**config.mk**
```make
export PLATFORM = sky130hd
export DESIGN_NAME = spi_slave_fifo_flat
export DESIGN_NICKNAME = d
export VERILOG_FILES = /design/src/rtl/spi_slave_fifo_if.sv /design/src/rtl/spi_slave_fifo.sv /design/src/flat_wrapper.sv
export SDC_FILE = /design/constraint.sdc
export NUM_CORES = 1
export LEC_CHECK = 0
export CAP_MARGIN = 20
export CORE_ASPECT_RATIO = 0.7
export CORE_UTILIZATION = 60
export DETAILED_ROUTE_END_ITERATION = 10
export GPL_ROUTABILITY_DRIVEN = 0
export GPL_TIMING_DRIVEN = 0
export PLACE_DENSITY = 0.93
export SLEW_MARGIN = 20
export SYNTH_ARGS = -nofsm -noshare
export SYNTH_HDL_FRONTEND = slang
export SYNTH_SLANG_ARGS = --single-unit
```
**constraint.sdc**
```tcl
create_clock -name i_Clk -period 5 [get_ports i_Clk]
set_clock_uncertainty 0.05 [all_clocks]
set_input_delay 0.5 -clock i_Clk [delete_from_list [all_inputs] [get_ports i_Clk]]
set_output_delay 0.5 -clock i_Clk [all_outputs]
set_load 0.02 [all_outputs]
```
**src/rtl/spi_slave_fifo_if.sv**
```systemverilog
// FIFO-side handshake bundle for spi_slave_fifo.
// slave = block side, master = host logic.
`timescale 1ns/1ps
interface spi_slave_fifo_if #(
  parameter int WORD_W = 8
);
  logic              i_TX_Valid;
  logic              o_TX_Ready;
  logic [WORD_W-1:0] i_TX_Word;
  logic              o_RX_Valid;
  logic              i_RX_Ready;
  logic [WORD_W-1:0] o_RX_Word;

  modport slave (
    input  i_TX_Valid, i_TX_Word, i_RX_Ready,
    output o_TX_Ready, o_RX_Valid, o_RX_Word
  );

  modport master (
    output i_TX_Valid, i_TX_Word, i_RX_Ready,
    input  o_TX_Ready, o_RX_Valid, o_RX_Word
  );
endinterface

```
**src/rtl/spi_slave_fifo.sv**
```systemverilog
// SPI slave, oversampled by i_Clk, with TX/RX
// first-word-fall-through FIFOs.
`timescale 1ns/1ps
module spi_slave_fifo #(
  parameter int SPI_MODE   = 0,
  parameter int WORD_W     = 8,
  parameter int FIFO_DEPTH = 4,
  parameter bit MSB_FIRST  = 1'b1
) (
  input  logic i_Clk,
  input  logic i_Rst_L,
  spi_slave_fifo_if.slave bus,
  output logic [$clog2(FIFO_DEPTH+1)-1:0] o_TX_Level,
  output logic [$clog2(FIFO_DEPTH+1)-1:0] o_RX_Level,
  output logic o_TX_Underrun,
  output logic o_RX_Overrun,
  output logic o_Frame_Err,
  output logic o_CS_Active,
  input  logic i_SPI_Clk,
  input  logic i_SPI_MOSI,
  input  logic i_SPI_CS_n,
  output logic o_SPI_MISO,
  output logic o_SPI_OE
);

  localparam bit CPOL = (SPI_MODE == 2) || (SPI_MODE == 3);
  localparam bit CPHA = (SPI_MODE == 1) || (SPI_MODE == 3);
  localparam int AW = (FIFO_DEPTH > 1) ? $clog2(FIFO_DEPTH) : 1;
  localparam int LW = $clog2(FIFO_DEPTH+1);
  localparam int BW = $clog2(WORD_W);

  typedef enum logic [1:0] {IDLE, LOAD, XFER} state_e;

  state_e state_q, state_d;

  logic [1:0] sclk_s_q, mosi_s_q, cs_s_q, vld_q;
  logic       sclk_prev_q, cs_prev_q, armed_q;

  logic [WORD_W-1:0] tx_sr_q, tx_sr_d;
  logic [WORD_W-1:0] rx_sr_q, rx_sr_d;
  logic [BW-1:0]     bcnt_q, bcnt_d;
  logic pend_q, pend_d, first_q, first_d;
  logic push_q, push_d;
  logic urun_q, ovr_q, ferr_q, ferr_d;

  logic [WORD_W-1:0] tx_mem_q [FIFO_DEPTH];
  logic [WORD_W-1:0] rx_mem_q [FIFO_DEPTH];
  logic [AW-1:0] tx_wp_q, tx_rp_q, rx_wp_q, rx_rp_q;
  logic [LW-1:0] tx_cnt_q, rx_cnt_q;

  logic sclk, mosi, cs_n;
  logic rise, fall, lead, trail, cap, lau;
  logic cs_fall, oe, in_load, in_xfer;
  logic exit_f, do_cap, do_lau, tx_load;
  logic tx_full, tx_empty, rx_full, rx_empty;
  logic tx_push, tx_pop, rx_push, rx_pop;
  logic [WORD_W-1:0] tx_head, tx_shift, rx_shift;

  // vld_q marks when the sync chain holds real bus samples,
  // so reset values never count as a CS high.
  always_ff @(posedge i_Clk) begin
    if (!i_Rst_L) begin
      sclk_s_q    <= {2{CPOL}};
      mosi_s_q    <= '0;
      cs_s_q      <= 2'b11;
      vld_q       <= '0;
      sclk_prev_q <= CPOL;
      cs_prev_q   <= 1'b1;
      armed_q     <= 1'b0;
    end else begin
      sclk_s_q    <= {sclk_s_q[0], i_SPI_Clk};
      mosi_s_q    <= {mosi_s_q[0], i_SPI_MOSI};
      cs_s_q      <= {cs_s_q[0], i_SPI_CS_n};
      vld_q       <= {vld_q[0], 1'b1};
      sclk_prev_q <= sclk_s_q[1];
      cs_prev_q   <= cs_s_q[1];
      armed_q     <= armed_q | (vld_q[1] & cs_s_q[1]);
    end
  end

  assign sclk  = sclk_s_q[1];
  assign mosi  = mosi_s_q[1];
  assign cs_n  = cs_s_q[1];
  assign rise  = sclk & ~sclk_prev_q;
  assign fall  = ~sclk & sclk_prev_q;
  assign lead  = CPOL ? fall : rise;
  assign trail = CPOL ? rise : fall;
  assign cap   = CPHA ? trail : lead;
  assign lau   = CPHA ? lead : trail;

  assign cs_fall = armed_q & cs_prev_q & ~cs_n;

  always_ff @(posedge i_Clk) begin
    if (!i_Rst_L) state_q <= IDLE;
    else          state_q <= state_d;
  end

  always_comb begin
    state_d = state_q;
    unique case (state_q)
      IDLE:    if (cs_fall) state_d = LOAD;
      LOAD:    state_d = XFER;
      XFER:    if (cs_n) state_d = IDLE;
      default: state_d = IDLE;
    endcase
  end

  always_comb begin
    oe      = 1'b0;
    in_load = 1'b0;
    in_xfer = 1'b0;
    unique case (state_q)
      IDLE: ;
      LOAD: begin
        oe      = 1'b1;
        in_load = 1'b1;
      end
      XFER: begin
        oe      = 1'b1;
        in_xfer = 1'b1;
      end
      default: ;
    endcase
  end

  assign exit_f  = in_xfer & cs_n;
  assign do_cap  = in_xfer & ~cs_n & cap;
  assign do_lau  = in_xfer & ~cs_n & lau;
  assign tx_load = in_load | (do_lau & pend_q);

  assign tx_head  = tx_empty ? '0 : tx_mem_q[tx_rp_q];
  assign tx_shift = MSB_FIRST ? {tx_sr_q[WORD_W-2:0], 1'b0}
                              : {1'b0, tx_sr_q[WORD_W-1:1]};
  assign rx_shift = MSB_FIRST ? {rx_sr_q[WORD_W-2:0], mosi}
                              : {mosi, rx_sr_q[WORD_W-1:1]};

  always_comb begin
    tx_sr_d = tx_sr_q;
    rx_sr_d = rx_sr_q;
    bcnt_d  = bcnt_q;
    pend_d  = pend_q;
    first_d = first_q;
    push_d  = 1'b0;
    ferr_d  = 1'b0;
    if (exit_f) begin
      tx_sr_d = '0;
      bcnt_d  = '0;
      pend_d  = 1'b0;
      first_d = 1'b0;
      ferr_d  = (bcnt_q != '0);
    end else begin
      if (tx_load) begin
        tx_sr_d = tx_head;
        pend_d  = 1'b0;
        first_d = in_load & CPHA;
      end else if (do_lau) begin
        if (first_q) first_d = 1'b0;
        else         tx_sr_d = tx_shift;
      end
      if (do_cap) begin
        rx_sr_d = rx_shift;
        if (bcnt_q == BW'(WORD_W-1)) begin
          bcnt_d = '0;
          push_d = 1'b1;
          pend_d = 1'b1;
        end else begin
          bcnt_d = bcnt_q + 1'b1;
        end
      end
    end
  end

  always_ff @(posedge i_Clk) begin
    if (!i_Rst_L) begin
      tx_sr_q <= '0;
      rx_sr_q <= '0;
      bcnt_q  <= '0;
      pend_q  <= 1'b0;
      first_q <= 1'b0;
      push_q  <= 1'b0;
      urun_q  <= 1'b0;
      ovr_q   <= 1'b0;
      ferr_q  <= 1'b0;
    end else begin
      tx_sr_q <= tx_sr_d;
      rx_sr_q <= rx_sr_d;
      bcnt_q  <= bcnt_d;
      pend_q  <= pend_d;
      first_q <= first_d;
      push_q  <= push_d;
      urun_q  <= tx_load & tx_empty;
      ovr_q   <= push_q & rx_full & ~rx_pop;
      ferr_q  <= ferr_d;
    end
  end

  assign tx_full  = (tx_cnt_q == LW'(FIFO_DEPTH));
  assign tx_empty = (tx_cnt_q == '0);
  assign rx_full  = (rx_cnt_q == LW'(FIFO_DEPTH));
  assign rx_empty = (rx_cnt_q == '0);

  assign tx_push = bus.i_TX_Valid & ~tx_full;
  assign tx_pop  = tx_load & ~tx_empty;
  assign rx_pop  = bus.i_RX_Ready & ~rx_empty;
  assign rx_push = push_q & (~rx_full | rx_pop);

  always_ff @(posedge i_Clk) begin
    if (tx_push) tx_mem_q[tx_wp_q] <= bus.i_TX_Word;
    if (rx_push) rx_mem_q[rx_wp_q] <= rx_sr_q;
  end

  always_ff @(posedge i_Clk) begin
    if (!i_Rst_L) begin
      tx_wp_q  <= '0;
      tx_rp_q  <= '0;
      tx_cnt_q <= '0;
      rx_wp_q  <= '0;
      rx_rp_q  <= '0;
      rx_cnt_q <= '0;
    end else begin
      tx_wp_q  <= tx_wp_q + AW'(tx_push);
      tx_rp_q  <= tx_rp_q + AW'(tx_pop);
      tx_cnt_q <= tx_cnt_q + LW'(tx_push) - LW'(tx_pop);
      rx_wp_q  <= rx_wp_q + AW'(rx_push);
      rx_rp_q  <= rx_rp_q + AW'(rx_pop);
      rx_cnt_q <= rx_cnt_q + LW'(rx_push) - LW'(rx_pop);
    end
  end

  assign bus.o_TX_Ready = ~tx_full;
  assign bus.o_RX_Valid = ~rx_empty;
  assign bus.o_RX_Word  = rx_empty ? '0 : rx_mem_q[rx_rp_q];

  assign o_TX_Level    = tx_cnt_q;
  assign o_RX_Level    = rx_cnt_q;
  assign o_TX_Underrun = urun_q;
  assign o_RX_Overrun  = ovr_q;
  assign o_Frame_Err   = ferr_q;
  assign o_CS_Active   = armed_q & ~cs_n;
  assign o_SPI_OE      = oe;
  assign o_SPI_MISO    = oe & (MSB_FIRST ? tx_sr_q[WORD_W-1]
                                         : tx_sr_q[0]);

endmodule

```
**src/flat_wrapper.sv**
```systemverilog
// flat-port wrapper written by rule: the top's interface ports become plain ports
module spi_slave_fifo_flat 
#(
  parameter int SPI_MODE   = 0,
  parameter int WORD_W     = 8,
  parameter int FIFO_DEPTH = 4,
  parameter bit MSB_FIRST  = 1'b1
)
  (i_Clk, i_Rst_L, o_TX_Level, o_RX_Level, o_TX_Underrun, o_RX_Overrun, o_Frame_Err, o_CS_Active, i_SPI_Clk, i_SPI_MOSI, i_SPI_CS_n, o_SPI_MISO, o_SPI_OE, bus_i_TX_Valid, bus_i_TX_Word, bus_i_RX_Ready, bus_o_TX_Ready, bus_o_RX_Valid, bus_o_RX_Word);
  spi_slave_fifo_if #(.WORD_W(WORD_W)) bus_i ();
  input  logic i_Clk;
  input  logic i_Rst_L;
  output logic [$clog2(FIFO_DEPTH+1)-1:0] o_TX_Level;
  output logic [$clog2(FIFO_DEPTH+1)-1:0] o_RX_Level;
  output logic o_TX_Underrun;
  output logic o_RX_Overrun;
  output logic o_Frame_Err;
  output logic o_CS_Active;
  input  logic i_SPI_Clk;
  input  logic i_SPI_MOSI;
  input  logic i_SPI_CS_n;
  output logic o_SPI_MISO;
  output logic o_SPI_OE;
  input wire logic [$bits(bus_i.i_TX_Valid)-1:0] bus_i_TX_Valid;
  input wire logic [$bits(bus_i.i_TX_Word)-1:0] bus_i_TX_Word;
  input wire logic [$bits(bus_i.i_RX_Ready)-1:0] bus_i_RX_Ready;
  output wire logic [$bits(bus_i.o_TX_Ready)-1:0] bus_o_TX_Ready;
  output wire logic [$bits(bus_i.o_RX_Valid)-1:0] bus_o_RX_Valid;
  output wire logic [$bits(bus_i.o_RX_Word)-1:0] bus_o_RX_Word;
  assign bus_i.i_TX_Valid = bus_i_TX_Valid;
  assign bus_i.i_TX_Word = bus_i_TX_Word;
  assign bus_i.i_RX_Ready = bus_i_RX_Ready;
  assign bus_o_TX_Ready = bus_i.o_TX_Ready;
  assign bus_o_RX_Valid = bus_i.o_RX_Valid;
  assign bus_o_RX_Word = bus_i.o_RX_Word;
  spi_slave_fifo #(.SPI_MODE(SPI_MODE), .WORD_W(WORD_W), .FIFO_DEPTH(FIFO_DEPTH), .MSB_FIRST(MSB_FIRST)) u_core (.i_Clk(i_Clk), .i_Rst_L(i_Rst_L), .bus(bus_i), .o_TX_Level(o_TX_Level), .o_RX_Level(o_RX_Level), .o_TX_Underrun(o_TX_Underrun), .o_RX_Overrun(o_RX_Overrun), .o_Frame_Err(o_Frame_Err), .o_CS_Active(o_CS_Active), .i_SPI_Clk(i_SPI_Clk), .i_SPI_MOSI(i_SPI_MOSI), .i_SPI_CS_n(i_SPI_CS_n), .o_SPI_MISO(o_SPI_MISO), .o_SPI_OE(o_SPI_OE));
endmodule
```
Yosys cells after proc, flatten, opt, wreduce, memory -nomap -nowiden
Memories as Yosys holds them, arrays and structs flattened. A register that Yosys moved wholly into a read port is not among the register bits.
Index checks and enable logic that the tools add are counted.
{ "classes": {"mux": 22, "bitwise_logic": 33, "n_eq_ne": 7, "reduce_logical": 11, "addsub": 9} }
{ "op_table": {"columns": ["op", "count"], "rows": [
  ["8-bit two-way mux", 4],
  ["1-bit bitwise AND", 19],
  ["1-bit two-way mux", 12],
  ["1-bit NOT", 11],
  ["3-bit equality test (second input constant)", 3],
  ["2-bit by 1-bit adder with 2-bit output", 4],
  ["2-bit two-way mux", 4],
  ["3-bit by 1-bit adder with 3-bit output", 2],
  ["3-bit logical NOT", 2],
  ["2-bit one-hot mux with 3 select lines", 1],
  ["2-bit AND reduction", 3],
  ["3-bit by 1-bit subtractor with 3-bit output", 2],
  ["2-bit by 1-bit != test with 1-bit output (second input constant)", 2],
  ["2-bit OR reduction", 2],
  ["3-bit by 1-bit adder with 3-bit output (second input constant)", 1],
  ["3-bit two-way mux", 1],
  ["1-bit bitwise OR", 3],
  ["3-bit nonzero test", 1],
  ["3-bit OR reduction", 1],
  ["2-bit by 1-bit equality test with 1-bit output (second input constant)", 1],
  ["2-bit equality test (second input constant)", 1],
  ["2-bit logical NOT", 1],
  ["2-bit nonzero test", 1]
]} }
{ "word_totals": {"reg_bits": 51, "n_memories": 2, "ramBits": 64, "word_cells": 107, "out_inout_bits": 22, "input_bits": 15} }
{ "mem_list": {"columns": ["name", "depth", "word_bits", "rd", "rd_ports_with_merged_regs", "wr", "line_no", "source"], "rows": [
  ["u_core.rx_mem_q", 4, 8, 1, 1, 1, "spi_slave_fifo.sv:47", "logic [WORD_W-1:0] rx_mem_q [FIFO_DEPTH];"],
  ["u_core.tx_mem_q", 4, 8, 1, 1, 1, "spi_slave_fifo.sv:46", "logic [WORD_W-1:0] tx_mem_q [FIFO_DEPTH];"]
]} }

Depth between registers and ports, before layout
{ "logic_depth": {"depth_word": 9, "ltp_mapped": 12, "ltp_nobuf": 12} }

Least setup slack after synthesis
Ideal clock, no wire load.
{ "synth_path": {"kind": "register to register", "from": "register u_core.state_q[0]", "to": "register u_core.tx_cnt_q[2], in the netlist u_core.o_TX_Level[2]", "required_ns": 4.835, "path_slack_ns": 2.360, "t_arrival_ns": 2.475, "path_stages_with_launch": 13, "n_path_buf": 0, "period_less_slack_ns": 2.640, "setup_ns": 0.115, "cell_sequence": "dfxtp_1 inv_1 ha_1 and4bb_1 nor2_1 nor3_1 ha_1 inv_1 ha_1 fa_1 xor2_1 xnor2_1 and2_1"} }
{ "synth_via": {"elab_chain_cells": 8, "word_cells_on_any_way": 10, "classes_between": "add/sub (1); eq/ne (2); mux (2); bitwise (5)"} }
{ "synth_rtl": {"columns": ["element", "line_no", "source"], "rows": [
  ["start: declaration", "spi_slave_fifo.sv:34", "state_e state_q, state_d;"],
  ["start signal: assignment", "spi_slave_fifo.sv:95", "else state_q <= state_d;"],
  ["2-bit equality test", "spi_slave_fifo.sv:112", "unique case (state_q)"],
  ["1-bit two-way mux", "spi_slave_fifo.sv:112", null],
  ["1-bit bitwise AND (2 in a row)", "spi_slave_fifo.sv:128", "assign do_lau = in_xfer & ~cs_n & lau;"],
  ["1-bit bitwise AND", "spi_slave_fifo.sv:129", "assign tx_load = in_load | (do_lau & pend_q);"],
  ["1-bit bitwise OR (*)", "spi_slave_fifo.sv:129", null],
  ["1-bit bitwise AND (*)", "spi_slave_fifo.sv:203", "assign tx_pop = tx_load & ~tx_empty;"],
  ["3-bit by 1-bit subtractor with 3-bit output (*)", "spi_slave_fifo.sv:223", "tx_cnt_q <= tx_cnt_q + LW'(tx_push) - LW'(tx_pop);"],
  ["end signal: assignment", "spi_slave_fifo.sv:223", null],
  ["end: declaration", "spi_slave_fifo.sv:49", "logic [LW-1:0] tx_cnt_q, rx_cnt_q;"]
]} }
Every way passes the cells marked *; elsewhere a longest branch is shown, timed or not.
A chain may end at the register's enable or synchronous reset.

Worst setup path after layout
Same ends and word-level chain as after synthesis.

==> results.txt <==
- Final net count: 409
* Cell type with the highest aggregate area in the netlist: sky130_fd_sc_hd__edfxtp_1
- Average footprint of a synthesized cell: roughly 14 um^2
* Crit path kind: flop to flop
* Ys flop type: sky130_fd_sc_hd__edfxtp_1
* Synth cell types: 41
- Worst-Skew Late Latency: 0.53 ns
* Horiz. Die Dim: roughly 110 um
* Worst path required time: roughly 5.4 ns
* Register bit total from synthesis: 115
* Vias: 2923
* First-pass detailed-route iteration total: 5
- In the synthesized netlist the async set-or-reset flop fraction comes to 0%.
- Fraction of synthesized cell area taken by the top area cell type: between 40% and 50%
- Clock tree root buffer cell: sky130_fd_sc_hd__clkbuf_8
- STA classifies the critical path endpoint as a flop.
* Largest vdd supply drop: 319 uV
- Entering global routing, the biggest net connects 17 pins.
- The routed design could run at a clock period as short as 3.08 ns.
- Starting density of the core: between 60% and 70%
* Clock buffers created by TritonCTS: 17
- The number of global-route vias before repair came to ~3000.
- Upper clock frequency limit: between 0.3 and 0.4 GHz
- Detailed Place HPWL: 5750 um
* Count of cells along the worst register-to-register path: 12
* Max-capacitance violation count: 0
- Total of warnings raised by yosys: 0
- The initial antenna violation count was 0.
- The mapped netlist covers around 0.0045 mm^2.
* Total Neg Setup Slack: 0 ns
- Via density: 5.99
- Setup repair after global routing left no endpoint under its margin.
* Num rows: 26
- Dividing total power by cell area gives a power density of 522 mW/mm^2.
* Clock-pin slew on the worst setup and hold paths: 0.06 ns
* Die Footprint: 0.00789 mm^2
- Post-Syn Instances: approximately 320
- Number of antenna-violating nets in the routed design: 0
* Initial drt markers: 226
- Post-CTS setup-driven buffer insertion count: 0
* Setup crit start kind: flop
* Largest driver fanout on the critical path: 6
- For the pin with the worst max-slew slack, the measured transition is 0.908 ns.
* CTS Hold Buffers Added: 0
- The max-slew violation total from the final report was 0.
* Post-synth EDFFs: 64
- Area growth from synthesis to layout: 25.3%
* Top post-synthesis cells by area: sky130_fd_sc_hd__edfxtp_1 (43%), sky130_fd_sc_hd__dfxtp_1 (23%), sky130_fd_sc_hd__mux4_2 (8.0%)
* H-tree depth reported by CTS: 4
* Worst slew margin: 39.2%
* Number of design rule violations left after detail routing: 0
* Total GRT Usage: 28.6%
- Fraction of the yosys area taken by sequential cells: about 65%
- The region available for standard cell placement spans ~0.0073 mm^2.
- Total setup violations reported at the end of the flow: 0
* Number of I/O pins: 37
- The number of failing hold endpoints at the final stage came to 0.
* Count of inserted antenna diode cells: 0
* Layout cells sized above 1: 15.4%
- Total wire length after detailed routing: approximately 10000 um
- The flow ran to the end, and the final reports show no timing, DRC or antenna violations.
- Wirelength per Cell: 21.0 um
* # resized after CTS: 0
- Cells fill 77.7% of the core in the end.
- Counting every net in the synthesized netlist gives 354.
* Worst path arrival time: around 3.5 ns
* Worst Hold Class: flop to flop
- Hold Crit Depth: 1
* Clock buffer depth: 2
* Static leakage power: 2.07 nW
- Global routing finished with a remaining overflow of 0.
- Fraction of the cycle the final worst path needs: a little over 60%
- The layout has about 380 filler cells.
* Clock tree from TritonCTS: yes
- The clock net in this run drives a total of 115 sinks.
* Number of buffers added on ports: 36
- Die Ht: 74.6 um
- First-pass GRT wire length: between 15000 and 20000 um
[critical path, stage by stage (launching register included)]
cell,delay (ns)
sky130_fd_sc_hd__dfxtp_1,0.38
sky130_fd_sc_hd__inv_1,0.08
sky130_fd_sc_hd__ha_1,0.28
sky130_fd_sc_hd__and4bb_1,0.29
sky130_fd_sc_hd__nor2_1,0.28
sky130_fd_sc_hd__nor3_1,0.16
sky130_fd_sc_hd__ha_1,0.33
sky130_fd_sc_hd__inv_1,0.05
sky130_fd_sc_hd__ha_1,0.21
sky130_fd_sc_hd__fa_1,0.38
sky130_fd_sc_hd__xor2_1,0.18
sky130_fd_sc_hd__xnor2_1,0.14
sky130_fd_sc_hd__and2_1,0.16
[routing by layer]
layer  track usage [%]  up-vias  wire (um)
met1              34.8     1449       4070
li1                  -     1274          -
met4              12.8        0        272
met5                 0        -          0
met3              11.3       37        812
met2              46.5      163       5120
[worst paths after layout]
path / startpoint / end / slack (ns)
setup / recovery: u_core.state_q[0] / u_core.o_TX_Level[2] / 1.92
hold / removal: u_core.cs_s_q[0] / u_core.cs_s_q[1] / 0.38
setup reg to reg: u_core.state_q[0] / u_core.o_TX_Level[2] / 1.92
hold reg to reg: u_core.cs_s_q[0] / u_core.cs_s_q[1] / 0.38
[where the power goes]
part	leakage (nW)	internal [mW]	switching [mW]
clock	0.303	0.866	0.455
sequential	1.00	1.05	0.0460
combinational	0.766	0.250	0.284
total	2.07	2.17	0.785
[cells by family (layout without fill, tap and decap cells)]
group / Yosys count / count (layout) / synth area share (%)
AO/OA/AOI/OAI: 32 / 32 / 4.93
XOR/XNOR: 8 / 8 / 1.55
adder cells (fa/ha/maj): 17 / 17 / 5.04
buffers and inverters: 28 / 96 / 2.69
flip-flops: 115 / 115 / 65.1
multiplexers: 17 / 17 / 8.20
AND/OR/NAND/NOR: 105 / 105 / 12.5
[synthesized netlist by cell type (4+ instances only)]
library cell                n
sky130_fd_sc_hd__a211oi_1   6
sky130_fd_sc_hd__a21boi_0   9
sky130_fd_sc_hd__a21oi_1    7
sky130_fd_sc_hd__and2_1    21
sky130_fd_sc_hd__and3_1     4
sky130_fd_sc_hd__clkbuf_1   6
sky130_fd_sc_hd__dfxtp_1   51
sky130_fd_sc_hd__edfxtp_1  64
sky130_fd_sc_hd__ha_1      15
sky130_fd_sc_hd__inv_1     15
sky130_fd_sc_hd__mux4_2    16
sky130_fd_sc_hd__nand2_1   36
sky130_fd_sc_hd__nor2_1     8
sky130_fd_sc_hd__nor2b_1   13
sky130_fd_sc_hd__nor3_1     5
sky130_fd_sc_hd__o22ai_1    6
sky130_fd_sc_hd__xor2_1     5
[cell type report]
| type | count | area (um^2) | area share (%) |
|---|---|---|---|
| inverters | 15 | 56.3 | 0.994 |
| clock inverters | 14 | 221 | 3.91 |
| flip-flops and latches | 115 | 2940 | 52.0 |
| repair buffers | 36 | 360 | 6.36 |
| clock buffers | 18 | 418 | 7.38 |
| plain buffers | 13 | 65.1 | 1.15 |
| multi-input cells | 179 | 1480 | 26.1 |
| well taps | 98 | 123 | 2.17 |
[stage by stage]
| stage | instance area, um^2 | total power [mW] | hold slack (ns) | cells | worst slack, ns |
|---|---|---|---|---|---|
| after floorplan | 4520 | 1.41 | 0.336 | 322 | 2.36 |
| after global placement | 5000 | 1.60 | 0.343 | 456 | 1.95 |
| after detailed placement | 5020 | 1.62 | 0.360 | 456 | 2.07 |
| after CTS | 5660 | 2.95 | 0.375 | 488 | 1.92 |
| after global routing | 5660 | 3.04 | 0.382 | 488 | 1.81 |
| final | 5660 | 2.95 | 0.377 | 488 | 1.92 |
[sequential cells by signal (all words and copies together) (netlist names), 2 cells and up]
signal,count
u_core.rx_sr_q,8
u_core.rx_wp_q,2
u_core.mosi_s_q,2
u_core.cs_s_q,2
u_core.o_TX_Level,3
u_core.bcnt_q,3
u_core.tx_sr_q,8
u_core.o_RX_Level,3
u_core.tx_mem_q,32
u_core.rx_rp_q,2
u_core.state_q,2
u_core.sclk_s_q,2
u_core.vld_q,2
u_core.tx_wp_q,2
u_core.rx_mem_q,32
u_core.tx_rp_q,2
[cell usage in the layout (no fill, tap or decap), drive strengths merged, types with 2 or more instances in the layout]
cell type      count
edfxtp            64
dfxtp             51
nand2             36
clkdlybuf4s50     36
clkbuf            25
and2              21
inv               20
mux4              16
ha                15
nor2b             13
a21boi             9
nor2               8
a21oi              7
o22ai              6
a211oi             6
buf                6
xor2               5
bufinv             5
nor3               5
and3               4
nand2b             3
xnor2              3
clkinvlp           3
nor3b              2
nand3b             2
or3                2
nand3              2
fa                 2
and4bb             2
Power figures use the tool's default switching activity.
